==> config.mk <==
export PLATFORM = sky130hd
export DESIGN_NAME = rx_block_sync
export DESIGN_NICKNAME = d
export VERILOG_FILES = /design/src/rtl/rx_block_sync_pkg.sv /design/src/rtl/rx_block_sync_sat_cnt16.sv /design/src/rtl/rx_block_sync.sv
export SDC_FILE = /design/constraint.sdc
export NUM_CORES = 1
export LEC_CHECK = 0
export CORE_ASPECT_RATIO = 0.75
export CORE_MARGIN = 2
export CORE_UTILIZATION = 46
export CTS_BUF_LIST = sky130_fd_sc_hd__clkbuf_8
export DETAILED_ROUTE_END_ITERATION = 16
export GPL_TIMING_DRIVEN = 1
export PLACE_DENSITY = 0.82
export SETUP_SLACK_MARGIN = 0.2
export SYNTH_ARGS = -nofsm -noshare
export SYNTH_HDL_FRONTEND = slang
export SYNTH_SLANG_ARGS = --single-unit
==> constraint.sdc <==
create_clock -name i_clk -period 2.6 [get_ports i_clk]
set_input_delay 0.52 -clock i_clk [delete_from_list [all_inputs] [get_ports i_clk]]
set_output_delay 0.52 -clock i_clk [all_outputs]
set_load 0.005 [all_outputs]
==> src/rtl/rx_block_sync_pkg.sv <==
// Shared definitions for the 64b/66b receive block-lock controller:
// sync header codes, FSM state encoding and header classification.
package rx_block_sync_pkg;

    localparam logic [1:0] SYNC_DATA = 2'b01;
    localparam logic [1:0] SYNC_CTRL = 2'b10;

    // Encodings are fixed so PHY-side monitors can decode a probed state value.
    typedef enum logic [1:0] {
        ST_HUNT      = 2'd0,
        ST_LOCKED    = 2'd1,
        ST_SLIP      = 2'd2,
        ST_SLIP_WAIT = 2'd3
    } sync_state_t;

    function automatic logic hdr_is_valid(input logic [1:0] hdr);
        return (hdr == SYNC_DATA) || (hdr == SYNC_CTRL);
    endfunction

endpackage

==> src/rtl/rx_block_sync_sat_cnt16.sv <==
// Enable-increment 16-bit counter that sticks at all-ones instead of wrapping.
module sat_cnt16 (
    input  logic        i_clk,
    input  logic        i_rst,
    input  logic        i_en,
    output logic [15:0] o_cnt
);

    logic [15:0] r_cnt;

    always_ff @(posedge i_clk or negedge i_rst) begin
        if (!i_rst) begin
            r_cnt <= '0;
        end else if (i_en && (r_cnt != 16'hFFFF)) begin
            r_cnt <= r_cnt + 16'd1;
        end
    end

    assign o_cnt = r_cnt;

endmodule

==> src/rtl/rx_block_sync.sv <==
// 64b/66b receive block-lock controller: hunts for sync-header alignment by
// slipping the GT gearbox, then forwards data/header qualified by block lock.
module rx_block_sync
    import rx_block_sync_pkg::*;
#(
    parameter int P_LOCK_CNT  = 64,
    parameter int P_BAD_MAX   = 16,
    parameter int P_SLIP_WAIT = 32
) (
    input  logic        i_clk,
    input  logic        i_rst,
    input  logic [63:0] i_rx_data,
    input  logic        i_rx_valid,
    input  logic [1:0]  i_rx_header,
    input  logic        i_rx_header_valid,
    output logic        o_rx_slipbit,
    output logic        o_block_lock,
    output logic [63:0] o_rx_data,
    output logic        o_rx_valid,
    output logic [1:0]  o_rx_header,
    output logic        o_rx_header_valid,
    output logic [15:0] o_slip_cnt,
    output logic [15:0] o_lock_loss_cnt
);

    localparam int CW = $clog2((P_LOCK_CNT > P_SLIP_WAIT) ? P_LOCK_CNT : P_SLIP_WAIT) + 1;

    sync_state_t   r_state;
    sync_state_t   w_state_nxt;
    logic [CW-1:0] r_sh_cnt;
    logic [CW-1:0] w_sh_cnt_nxt;
    logic [CW-1:0] r_bad_cnt;
    logic [CW-1:0] w_bad_cnt_nxt;
    logic [CW-1:0] r_wait_cnt;
    logic [CW-1:0] w_wait_cnt_nxt;
    logic [CW-1:0] w_sh_inc;
    logic [CW-1:0] w_bad_inc;
    logic          w_hdr_ok;
    logic          w_lock;
    logic          w_loss_en;

    logic [63:0]   r_rx_data;
    logic          r_rx_valid;
    logic [1:0]    r_rx_header;
    logic          r_rx_header_valid;

    assign w_hdr_ok  = hdr_is_valid(i_rx_header);
    assign w_lock    = (r_state == ST_LOCKED);
    assign w_sh_inc  = r_sh_cnt + CW'(1);
    assign w_bad_inc = r_bad_cnt + {{(CW-1){1'b0}}, ~w_hdr_ok};

    // NOTE: every signal driven here gets its default first so no path leaves
    // it unassigned; a missing default would infer a latch.
    always_comb begin
        w_state_nxt    = r_state;
        w_sh_cnt_nxt   = r_sh_cnt;
        w_bad_cnt_nxt  = r_bad_cnt;
        w_wait_cnt_nxt = r_wait_cnt;
        w_loss_en      = 1'b0;

        case (r_state)
            ST_HUNT: begin
                if (i_rx_header_valid) begin
                    if (!w_hdr_ok) begin
                        w_state_nxt = ST_SLIP;
                    end else if (w_sh_inc == CW'(P_LOCK_CNT)) begin
                        w_state_nxt  = ST_LOCKED;
                        w_sh_cnt_nxt = '0;
                    end else begin
                        w_sh_cnt_nxt = w_sh_inc;
                    end
                end
            end
            ST_LOCKED: begin
                if (i_rx_header_valid) begin
                    // Too many bad headers wins over a window closing on the same beat.
                    if (w_bad_inc == CW'(P_BAD_MAX)) begin
                        w_state_nxt = ST_SLIP;
                        w_loss_en   = 1'b1;
                    end else if (w_sh_inc == CW'(P_LOCK_CNT)) begin
                        w_sh_cnt_nxt  = '0;
                        w_bad_cnt_nxt = '0;
                    end else begin
                        w_sh_cnt_nxt  = w_sh_inc;
                        w_bad_cnt_nxt = w_bad_inc;
                    end
                end
            end
            ST_SLIP: begin
                w_state_nxt    = ST_SLIP_WAIT;
                w_sh_cnt_nxt   = '0;
                w_bad_cnt_nxt  = '0;
                w_wait_cnt_nxt = '0;
            end
            ST_SLIP_WAIT: begin
                if (i_rx_header_valid) begin
                    if (r_wait_cnt == CW'(P_SLIP_WAIT - 1)) begin
                        w_state_nxt    = ST_HUNT;
                        w_wait_cnt_nxt = '0;
                    end else begin
                        w_wait_cnt_nxt = r_wait_cnt + CW'(1);
                    end
                end
            end
        endcase
    end

    // NOTE: sequential state uses non-blocking assignments so every register
    // samples the pre-edge values, independent of statement order.
    always_ff @(posedge i_clk or negedge i_rst) begin
        if (!i_rst) begin
            r_state    <= ST_HUNT;
            r_sh_cnt   <= '0;
            r_bad_cnt  <= '0;
            r_wait_cnt <= '0;
        end else begin
            r_state    <= w_state_nxt;
            r_sh_cnt   <= w_sh_cnt_nxt;
            r_bad_cnt  <= w_bad_cnt_nxt;
            r_wait_cnt <= w_wait_cnt_nxt;
        end
    end

    // Valid qualifiers use the lock held while the input is sampled.
    always_ff @(posedge i_clk or negedge i_rst) begin
        if (!i_rst) begin
            r_rx_data         <= '0;
            r_rx_valid        <= 1'b0;
            r_rx_header       <= '0;
            r_rx_header_valid <= 1'b0;
        end else begin
            r_rx_data         <= i_rx_data;
            r_rx_valid        <= i_rx_valid & w_lock;
            r_rx_header       <= i_rx_header;
            r_rx_header_valid <= i_rx_header_valid & w_lock;
        end
    end

    sat_cnt16 u_slip_cnt (
        .i_clk (i_clk),
        .i_rst (i_rst),
        .i_en  (r_state == ST_SLIP),
        .o_cnt (o_slip_cnt)
    );

    sat_cnt16 u_lock_loss_cnt (
        .i_clk (i_clk),
        .i_rst (i_rst),
        .i_en  (w_loss_en),
        .o_cnt (o_lock_loss_cnt)
    );

    assign o_rx_slipbit      = (r_state == ST_SLIP);
    assign o_block_lock      = w_lock;
    assign o_rx_data         = r_rx_data;
    assign o_rx_valid        = r_rx_valid;
    assign o_rx_header       = r_rx_header;
    assign o_rx_header_valid = r_rx_header_valid;

endmodule

## Word level (Yosys, flattened, before mapping)

Cells that the tools add are included.

- Add/subtract/negate cells: 5
- Eq/ne operators: 18
- Muxes and demuxes: 24
- Bitwise gates (word level): 3
- Reductions and logical operators: 11

Operators with widths:

| cell | number |
|---|---|
| $mux W7 | 10 |
| $add A16 B1 Y16 const B | 2 |
| $ne A16 B16 Y1 const B | 2 |
| $pmux W7 S2 | 2 |
| $pmux W7 S3 | 1 |
| $add A7 B1 Y7 const B | 2 |
| $eq A7 B5 Y1 const B | 2 |
| $mux W2 | 7 |
| $ne A2 B2 Y1 const B | 6 |
| $pmux W2 S4 | 1 |
| $add A7 B1 Y7 | 1 |
| $eq A7 B7 Y1 const B | 1 |
| $eq A2 B2 Y1 const B | 3 |
| $reduce_and A6 Y1 | 1 |
| $reduce_and A5 Y1 | 1 |
| $eq A2 B1 Y1 const B | 2 |
| $reduce_bool A2 Y1 | 2 |
| $mux W1 | 3 |
| $ne A3 B3 Y1 const B | 1 |
| $reduce_and A3 Y1 | 1 |
| $reduce_bool A3 Y1 | 1 |
| $and A1 B1 Y1 | 2 |
| $logic_and A1 B1 Y1 | 2 |
| $logic_not A2 Y1 | 1 |
| 4 further kinds | 4 |

- Register bits after elaboration: 123
- Input bits: 70
- Logic and storage cells: 71

## Logic depth before layout (Yosys ltp)

Gate-level depths: netlist of run 1.

- Word-level depth: 9
- Depth in mapped cells: 11
- Depth with buffers taken out: 10

## Cells and area by module

Synthesis of run 1 repeated with hierarchy kept, for this count alone.

- Cell total of the unflattened synthesis: 394
- Area, all modules: 5023.6 um^2

By module, submodules not included:

| module | instances | cells each | area an instance (um^2) | seq. area each (um^2) |
|---|---|---|---|---|
| rx_block_sync | 1 | 250 | 3304.4 | 2277.2 |
| sat_cnt16 | 2 | 72 | 859.6 | 400.4 |

## Worst setup path after synthesis of run 1

No wires, ideal clock.

- Path kind: input to register
- Start: in i_rx_header[1]
- End: reg r_bad_cnt[5]
- Arrival time: 2.613 ns
- Required time: 2.475 ns
- Path slack: -0.138 ns
- Cell stages on the path: 9
- Path buffers: 0
- Cells stage by stage: xor2_1 inv_1 ha_1 ha_1 nor4b_2 nand3_2 nor3_4 a2bb2oi_4 mux2_2

- Word-level cells in the longest chain between the ends: 8
- Elaborated cells on any way between the ends: 12
- Classes of those cells: 1 x add/sub; 4 x eq/ne; 4 x mux; 1 x bitwise; 2 x reduce/logical

RTL lines:

| what | line | RTL |
|---|---|---|
| start, declared | rx_block_sync.sv:14 | `input logic [1:0] i_rx_header,` |
| $eq A2 B1 Y1 or $eq A2 B2 Y1 (tied branches) | rx_block_sync_pkg.sv:17 | `return (hdr == SYNC_DATA) \|\| (hdr == SYNC_CTRL);` |
| $logic_or A1 B1 Y1 * | rx_block_sync_pkg.sv:17 |  |
| $not A1 Y1 * | rx_block_sync.sv:50 | `assign w_bad_inc = r_bad_cnt + {{(CW-1){1'b0}}, ~w_hdr_ok};` |
| $add A7 B1 Y7 * | rx_block_sync.sv:50 |  |
| $mux W7 | rx_block_sync.sv:80 | `end else if (w_sh_inc == CW'(P_LOCK_CNT)) begin` |
| $mux W7 | rx_block_sync.sv:77 | `if (w_bad_inc == CW'(P_BAD_MAX)) begin` |
| $mux W7 | rx_block_sync.sv:75 | `if (i_rx_header_valid) begin` |
| $pmux W7 S2 | rx_block_sync.sv:61 | `case (r_state)` |
| end signal, assigned | rx_block_sync.sv:119 | `r_bad_cnt <= w_bad_cnt_nxt;` |
| end, declared | rx_block_sync.sv:32 | `logic [CW-1:0] r_bad_cnt;` |

Every way passes the cells marked *; elsewhere a longest branch is shown, timed or not. The select of a mux whose other input is x is not followed.
A chain may end at the register's enable or synchronous reset.

## Worst setup path after layout of run 1

- Start: in i_rx_header[0]
- End: reg r_bad_cnt[5]

Same word-level chain as after synthesis.

==> results.toml, run 1 <==
[setup_path]
r2r-end = "r_bad_cnt[5]"
r2r_cells = 7
critPathCaptureType = "flip-flop"
critical_path_arrival_ns = 2.63
rrSetupSlack_ns = 0.30
cp-start-kind = "input pin"
crit_type = "in -> reg"
required_ns = 2.92
crit-reg2reg-launch = "r_bad_cnt[0]"
path_max_fanout = 4

[layout]
antenna_cells = 0
layout-drive-gt1-share_pct = 17.83
final_cell_mix = "clkdlybuf4s50_1 (168), dfrtp_1 (122), nand2_1 (33), buf_4 (33)"
final_common_cell = "clkdlybuf4s50_1"
syn_to_final_growth_pct = 56.47
num-nets-final = 668
utilization_pct = 73.55

[sta]
slew_headroom_pct = 65.22
setup_viol = 0
final_hold_viol_count = 0
fmax_ghz = 0.4324
min_period_ns = 2.313
rsz0062_at_grt = "no"
fin_crit_sh_pct = 88.95
setup_tns_ns = 0
worstMarginPinSlew_ns = 0.5178
fin_worst_skew_ns = 0.01111
slew_viol_final = 0

[floorplanning]
chipHeight_um = 92.46
die_w_um = 122.0
rows = 32
dieArea_um2 = 11280
fp.coreArea_um2 = 10210
initial_utilization_pct = 47.01
boundaryPins = 172

[synth]
synth_nets = 449
synth-seq-cells = 123
synthCells = 368
synthFlopType = "dfrtp_1"
ys_types = 57
syn_area_per_cell_um2 = 13.04
synth_edf_count = 0
yosys_warnings = 0
ys_seq_area_share_pct = 64.13
syn_area_um2 = 4800
synth-async-reset-ratio_pct = 100.0

[detailed_routing]
wl_met2_um = 6191
detail-route-antenna-nets = 0
drc = 0
vias_per_cell = 5.001
drt_wl_total_um = 11960
wl_met3_um = 792
top_layer = "met4"
dr.pass1.iters = 4
drt_iter0_markers = 198
vias = 3681
wl_per_cell_um = 16.25
wl_met1_um = 4794

[cts]
h-tree-depth = 4
cts.sinks = 123
clockBufferDepth = 2
cts_made_buffers = 17
cts_tree = "yes"
cts_root_buf = "clkbuf_8"
clk_latency_ns = 0.44
clk_pin_slew_ns = 0.07

[hold_path]
holdCritPathClass = "in -> reg"
holdCritStartpoint = "i_rx_header[1]"
hold_end = "o_rx_header[1]"
min_path_cells = 1

[global_routing]
grtUsageTotal_pct = 22.10
grt_max_degree = 49
grt_antenna_before_repair = 0
grt_pass1_wl_um = 19050
grt_remaining_overflow = 0
grt_pass1_vias = 3741

[power]
p_clk_share_pct = 29.3
sw_frac_of_total_pct = 31.47
pwr-share-comb_pct = 31.6
net-switching-power_mw = 1.940
ir_drop_v = 0.0004474
p_leak_nw = 3.257
p_int_mw = 4.225
p_seq_share_pct = 39.1
p_per_area_nw_per_um2 = 821.0

[place]
gp_congestion = 0.8581
portBuffers = 171
post-dp-hpwl_um = 8648

[job]
max_cap_viol_count = 0

[run_status]
outcome = "finished clean"
[cell usage after synthesis (all sizes together), types with 2 or more instances]
master,number,share of area (%)
dfrtp,123,64
nand2,35,2.8
xor2,20,3.6
nor2,19,1.5
nand3,17,2.1
xnor2,16,2.9
nor3,14,1.8
inv,12,0.94
ha,11,2.9
and3,9,1.2
nand4,7,1.2
o21ai,7,0.81
a21oi,6,0.86
buf,5,0.76
mux2,5,1.2
nor4,5,0.65
or4,5,0.78
a211o,4,0.73
nor2b,4,0.52
nor4b,4,0.99
and4,3,0.55
mux2i,3,0.63
nor3b,3,0.47
o31ai,3,0.47
a21o,2,0.31
a2bb2oi,2,0.73
a311o,2,0.42
and2,2,0.26
nand2b,2,0.26
nand4b,2,0.37
o211ai,2,0.31
or3,2,0.26
[critical path, stage by stage]
cell       delay [ns]
buf_4            0.13
xor2_4           0.14
inv_2            0.07
ha_4             0.17
ha_4             0.22
nor4b_4          0.31
nand3_2          0.17
nor3_4           0.33
a2bb2oi_4        0.25
mux2_4           0.31
[metrics by stage]
stage	power [mW]	cells	area [um2]	setup slack (ns)	hold slack, ns
after detailed placement	4.173	692	6900	-0.6412	0.4010
after global routing	6.521	736	7510	0.1980	0.1880
final	6.165	736	7510	0.2872	0.2136
after CTS	6.073	728	7380	0.1620	0.3331
after floorplan	3.401	368	4876	0.1126	0.2244
after global placement	4.085	692	6900	-0.5680	0.3974
[area by class of cell]
cell class,count,area [um2]
Inverter,12,48.80
Fill cell,664,2700
Timing Repair Buffer,205,1982
Tap cell,136,170.2
Multi-Input combinational cell,228,1798
Clock buffer,18,247.7
Sequential cell,123,3079
Clock inverter,14,183.9
[cells by family after synthesis]
family | after synthesis | share of synthesized area (%)
and+or+nand+nor | 136 | 16.32
DFF | 123 | 64.13
AOI/OAI and AO/OA | 36 | 6.543
xor gates and xnor gates | 36 | 6.569
buffers and inverters | 18 | 1.772
adders and majority gates | 11 | 2.868
muxes | 8 | 1.799
[sequential cells by signal, summed over array words and instances, names as in the netlist]
signal and flops:
o_rx_data 64, o_rx_header 2, o_rx_header_valid 1, o_rx_valid 1
r_bad_cnt 7, r_sh_cnt 7, r_state 2, r_wait_cnt 7
u_lock_loss_cnt.o_cnt 16, u_slip_cnt.o_cnt 16
[worst max-delay path by stage]
stage | endpoint | from
after floorplan | r_bad_cnt[5] | i_rx_header[1]
after detailed placement | r_sh_cnt[3] | i_rx_header[1]
after CTS | r_sh_cnt[3] | i_rx_header[0]
final | r_bad_cnt[5] | i_rx_header[0]
after global placement | r_sh_cnt[3] | i_rx_header[1]
after global routing | r_bad_cnt[5] | r_bad_cnt[0]
[repair_timing]
action	CTS	global route
gates resized for setup	8	21
hold buffers	1	0
setup endpoints to repair	33	30
cloned	0	1
buffers inserted	3	7
endpoints found under the hold margin	14	0
pin swaps	4	9
[power groups by stage]
stage / Combinational, mW / Sequential [mW] / Clock [mW]
final: 1.95 / 2.41 / 1.81
after floorplan: 1.00 / 2.40 / 0
after global placement: 1.66 / 2.42 / 0
after CTS: 1.81 / 2.41 / 1.85
after detailed placement: 1.74 / 2.44 / 0
after global routing: 2.13 / 2.45 / 1.94
[metal layers]
metal  GRT usage, %  vias to the layer above
met2          37.85                      126
met3          6.958                       15
met4          7.854                        0
li1               -                     1739
met5              0                        -
met1          26.29                     1801
Note: power is estimated with default switching activity, not from simulation.
==> inputs of run 2 (changes only) <==
ABC_AREA = 1   (was unset)
CORE_UTILIZATION = 47   (was 46)
==> run 2 against run 1 <==
  * Power fell by 14%
  * Final cell count rose by 14%
  * First-iteration DRC count rose by 47%
  * Setup slack got worse by 0.024 ns
  * Die area rose by 4.4%
  * Sequential cell count did not move
  * Utilization fell by 1.9 points
  * Critical path depth fell by 7
  * Clock-buffer cell count fell by 1
  * Clock skew rose by 0.0014 ns
  * Synthesized area rose by 6.9%
  * Sequential share of layout area rose by 0.12 points
  * Highest routed layer unchanged
==> results.toml, run 2 <==
[run_status]
outcome = "finished clean"

[detailed_routing]
drc = 0
dr.pass1.iters = 5
wl_per_cell_um = 16.41
drt_iter0_markers = 291
drt_wl_total_um = 13800
detail-route-antenna-nets = 0
vias_per_cell = 4.992
vias = 4198

[floorplanning]
dieArea_um2 = 11770
boundaryPins = 172
die_w_um = 124.6
chipHeight_um = 94.48
rows = 32
initial_utilization_pct = 49.09
fp.coreArea_um2 = 10450

[setup_path]
critPathCaptureType = "output port"
r2r_cells = 10
path_max_fanout = 7
crit-reg2reg-launch = "r_bad_cnt[0]"
crit_type = "reg -> out"
cp-start-kind = "flip-flop"
rrSetupSlack_ns = 0.47
required_ns = 2.08
critical_path_arrival_ns = 1.82
r2r-end = "u_lock_loss_cnt.o_cnt[7]"

[sta]
min_period_ns = 2.337
slew_headroom_pct = 58.21
setup_tns_ns = 0
rsz0062_at_grt = "no"
fmax_ghz = 0.4279
setup_viol = 0
worstMarginPinSlew_ns = 0.6269
final_hold_viol_count = 0
fin_worst_skew_ns = 0.01251
fin_crit_sh_pct = 89.88
slew_viol_final = 0

[layout]
syn_to_final_growth_pct = 45.90
antenna_cells = 0
largest_reg_flops = 64
utilization_pct = 71.62
stdcell_area_um2 = 7485
layout-drive-gt1-share_pct = 12.77
num-nets-final = 774
final_common_cell = "clkdlybuf4s50_1"
final_cell_mix = "clkdlybuf4s50_1 (168), dfrtp_1 (123), nand2_1 (110)"

[power]
p_clk_share_pct = 31.9
net-switching-power_mw = 1.673
p_per_area_nw_per_um2 = 712.1
p_leak_nw = 3.271
ir_drop_v = 0.0004926
p_seq_share_pct = 42.3
pwr-share-comb_pct = 25.9
p_int_mw = 3.656
sw_frac_of_total_pct = 31.40

[synth]
synth.most_common_cell = "dfrtp_1"
synthFlopType = "dfrtp_1"
syn_area_um2 = 5130
synth_nets = 577
synth-async-reset-ratio_pct = 100.0
synth_edf_count = 0
ys_seq_area_share_pct = 60.00
yosys_warnings = 0
synth_common_cells = "dfrtp_1 (123), nand2_1 (110), inv_1 (45), nand3_1 (41), nor2_1 (35)"
ys_types = 38
synth-seq-cells = 123
netlist.area_leader.share_pct = 60.00
syn_area_per_cell_um2 = 10.34
synthCells = 496
yosys.area.top_type = "dfrtp_1"
ys_top_cells_by_area = "dfrtp_1 (60%), nand2_1 (8.0%), nand3_1 (4.0%)"

[cts]
clk_pin_slew_ns = 0.07
cts_root_buf = "clkbuf_8"
h-tree-depth = 4
clockBufferDepth = 2
clk_latency_ns = 0.45
cts_made_buffers = 17
cts_setup_buffers = 0
cts_tree = "yes"
cts.sinks = 123

[global_routing]
grt_pass1_vias = 4406
grt_remaining_overflow = 0
grt_max_degree = 49
grt_pass1_wl_um = 22630
grt_antenna_before_repair = 0
grtUsageTotal_pct = 24.98

[hold_path]
holdCritPathClass = "in -> async"

[place]
placed_area_um2 = 7054
portBuffers = 171
gp_congestion = 0.8680
post-dp-hpwl_um = 9750

[job]
max_cap_viol_count = 0
-- run 2: changes by cell type after synthesis, moves of 6 or more --
cell     previous run  this run
and3_1              9         1
inv_1              12        45
nand2_1            33       110
nand2_2             2        12
nand3_1            14        41
nand4_1             6        12
nor2_1             19        35
o21ai_2             1        14
-- run 2: stage by stage --
| stage | total power, mW | std cells | worst slack, ns | hold slack [ns] |
|---|---|---|---|---|
| floorplan | 3.148 | 496 | 0.2185 | 0.2244 |
| global placement | 3.585 | 809 | -0.2341 | 0.4756 |
| detailed placement | 3.647 | 809 | -0.3854 | 0.4897 |
| CTS | 5.357 | 841 | 0.2174 | 0.1056 |
| global route | 5.628 | 841 | 0.1944 | 0.1341 |
| finish | 5.330 | 841 | 0.2631 | 0.09357 |
-- run 2: cells by family (layout without fill, tap and decap cells) --
family	count (synthesis)	after routing	share of synthesized area, %
and+or+nand+nor	247	248	22.85
buffers and inverters	54	262	4.854
AOI/OAI and AO/OA	30	30	4.171
xor gates and xnor gates	28	28	4.781
DFF	123	123	60.00
muxes	3	3	0.6585
adders and majority gates	11	11	2.683
-- run 2: layer usage --
layer / up-vias / share of wire [%] / GRT usage [%]
met3: 35 / 7.6 / 8.159
met2: 170 / 51 / 43.03
met4: 0 / 3.0 / 11.33
met5: - / 0 / 0
met1: 2002 / 39 / 28.95
li1: 1991 / - / -
-- run 2: power groups by stage --
stage | Combinational, mW | Clock (mW) | Sequential, mW
2_1_floorplan | 0.890 | 0 | 2.26
3_3_place_gp | 1.31 | 0 | 2.28
3_5_place_dp | 1.36 | 0 | 2.28
4_1_cts | 1.38 | 1.73 | 2.25
5_1_grt | 1.53 | 1.82 | 2.28
6_report | 1.38 | 1.70 | 2.25
-- run 2: worst max-delay path by stage --
| stage | endpoint | start | depth (start not counted) | slack, ns |
|---|---|---|---|---|
| 2_1_floorplan | r_bad_cnt[4] | i_rx_header[1] | 12 | 0.22 |
| 3_3_place_gp | u_lock_loss_cnt.o_cnt[4] | i_rx_header[1] | 13 | -0.23 |
| 3_5_place_dp | u_lock_loss_cnt.o_cnt[15] | i_rx_header[1] | 13 | -0.39 |
| 4_1_cts | o_rx_slipbit | r_state[0] | 3 | 0.22 |
| 5_1_grt | o_block_lock | r_state[1] | 3 | 0.19 |
| 6_report | o_block_lock | r_state[1] | 3 | 0.26 |
-- run 2: layout make-up --
cell class | instances | area, um2
fillers | 719 | 2965
well taps | 136 | 170.2
flip-flops and latches | 123 | 3078
multi-input cells | 320 | 1843
clock inverters | 14 | 158.9
clock buffers | 17 | 234.0
inverters | 49 | 186.4
repair buffers | 182 | 1814
-- run 2: repair_timing --
action | CTS | global route
resized for setup | 9 | 2
endpoints found under the hold margin | 0 | 0
setup endpoints to repair | 29 | 5
gates cloned | 1 | 0
pin swaps | 3 | 3
hold buffers | 0 | 0
-- run 2: worst max-delay path, stage by stage, from the launching register on --
cell	delay [ns]
dfrtp_1	0.43
inv_1	0.13
ha_2	0.29
clkdlybuf4s50_1	0.54
==> inputs of run 3 (changes only) <==
ABC_AREA = unset   (was 1)
CORE_UTILIZATION = 46   (was 47)
==> results of run 3 <==
The final DEF is identical to that of run 1; final timing and power are the same.
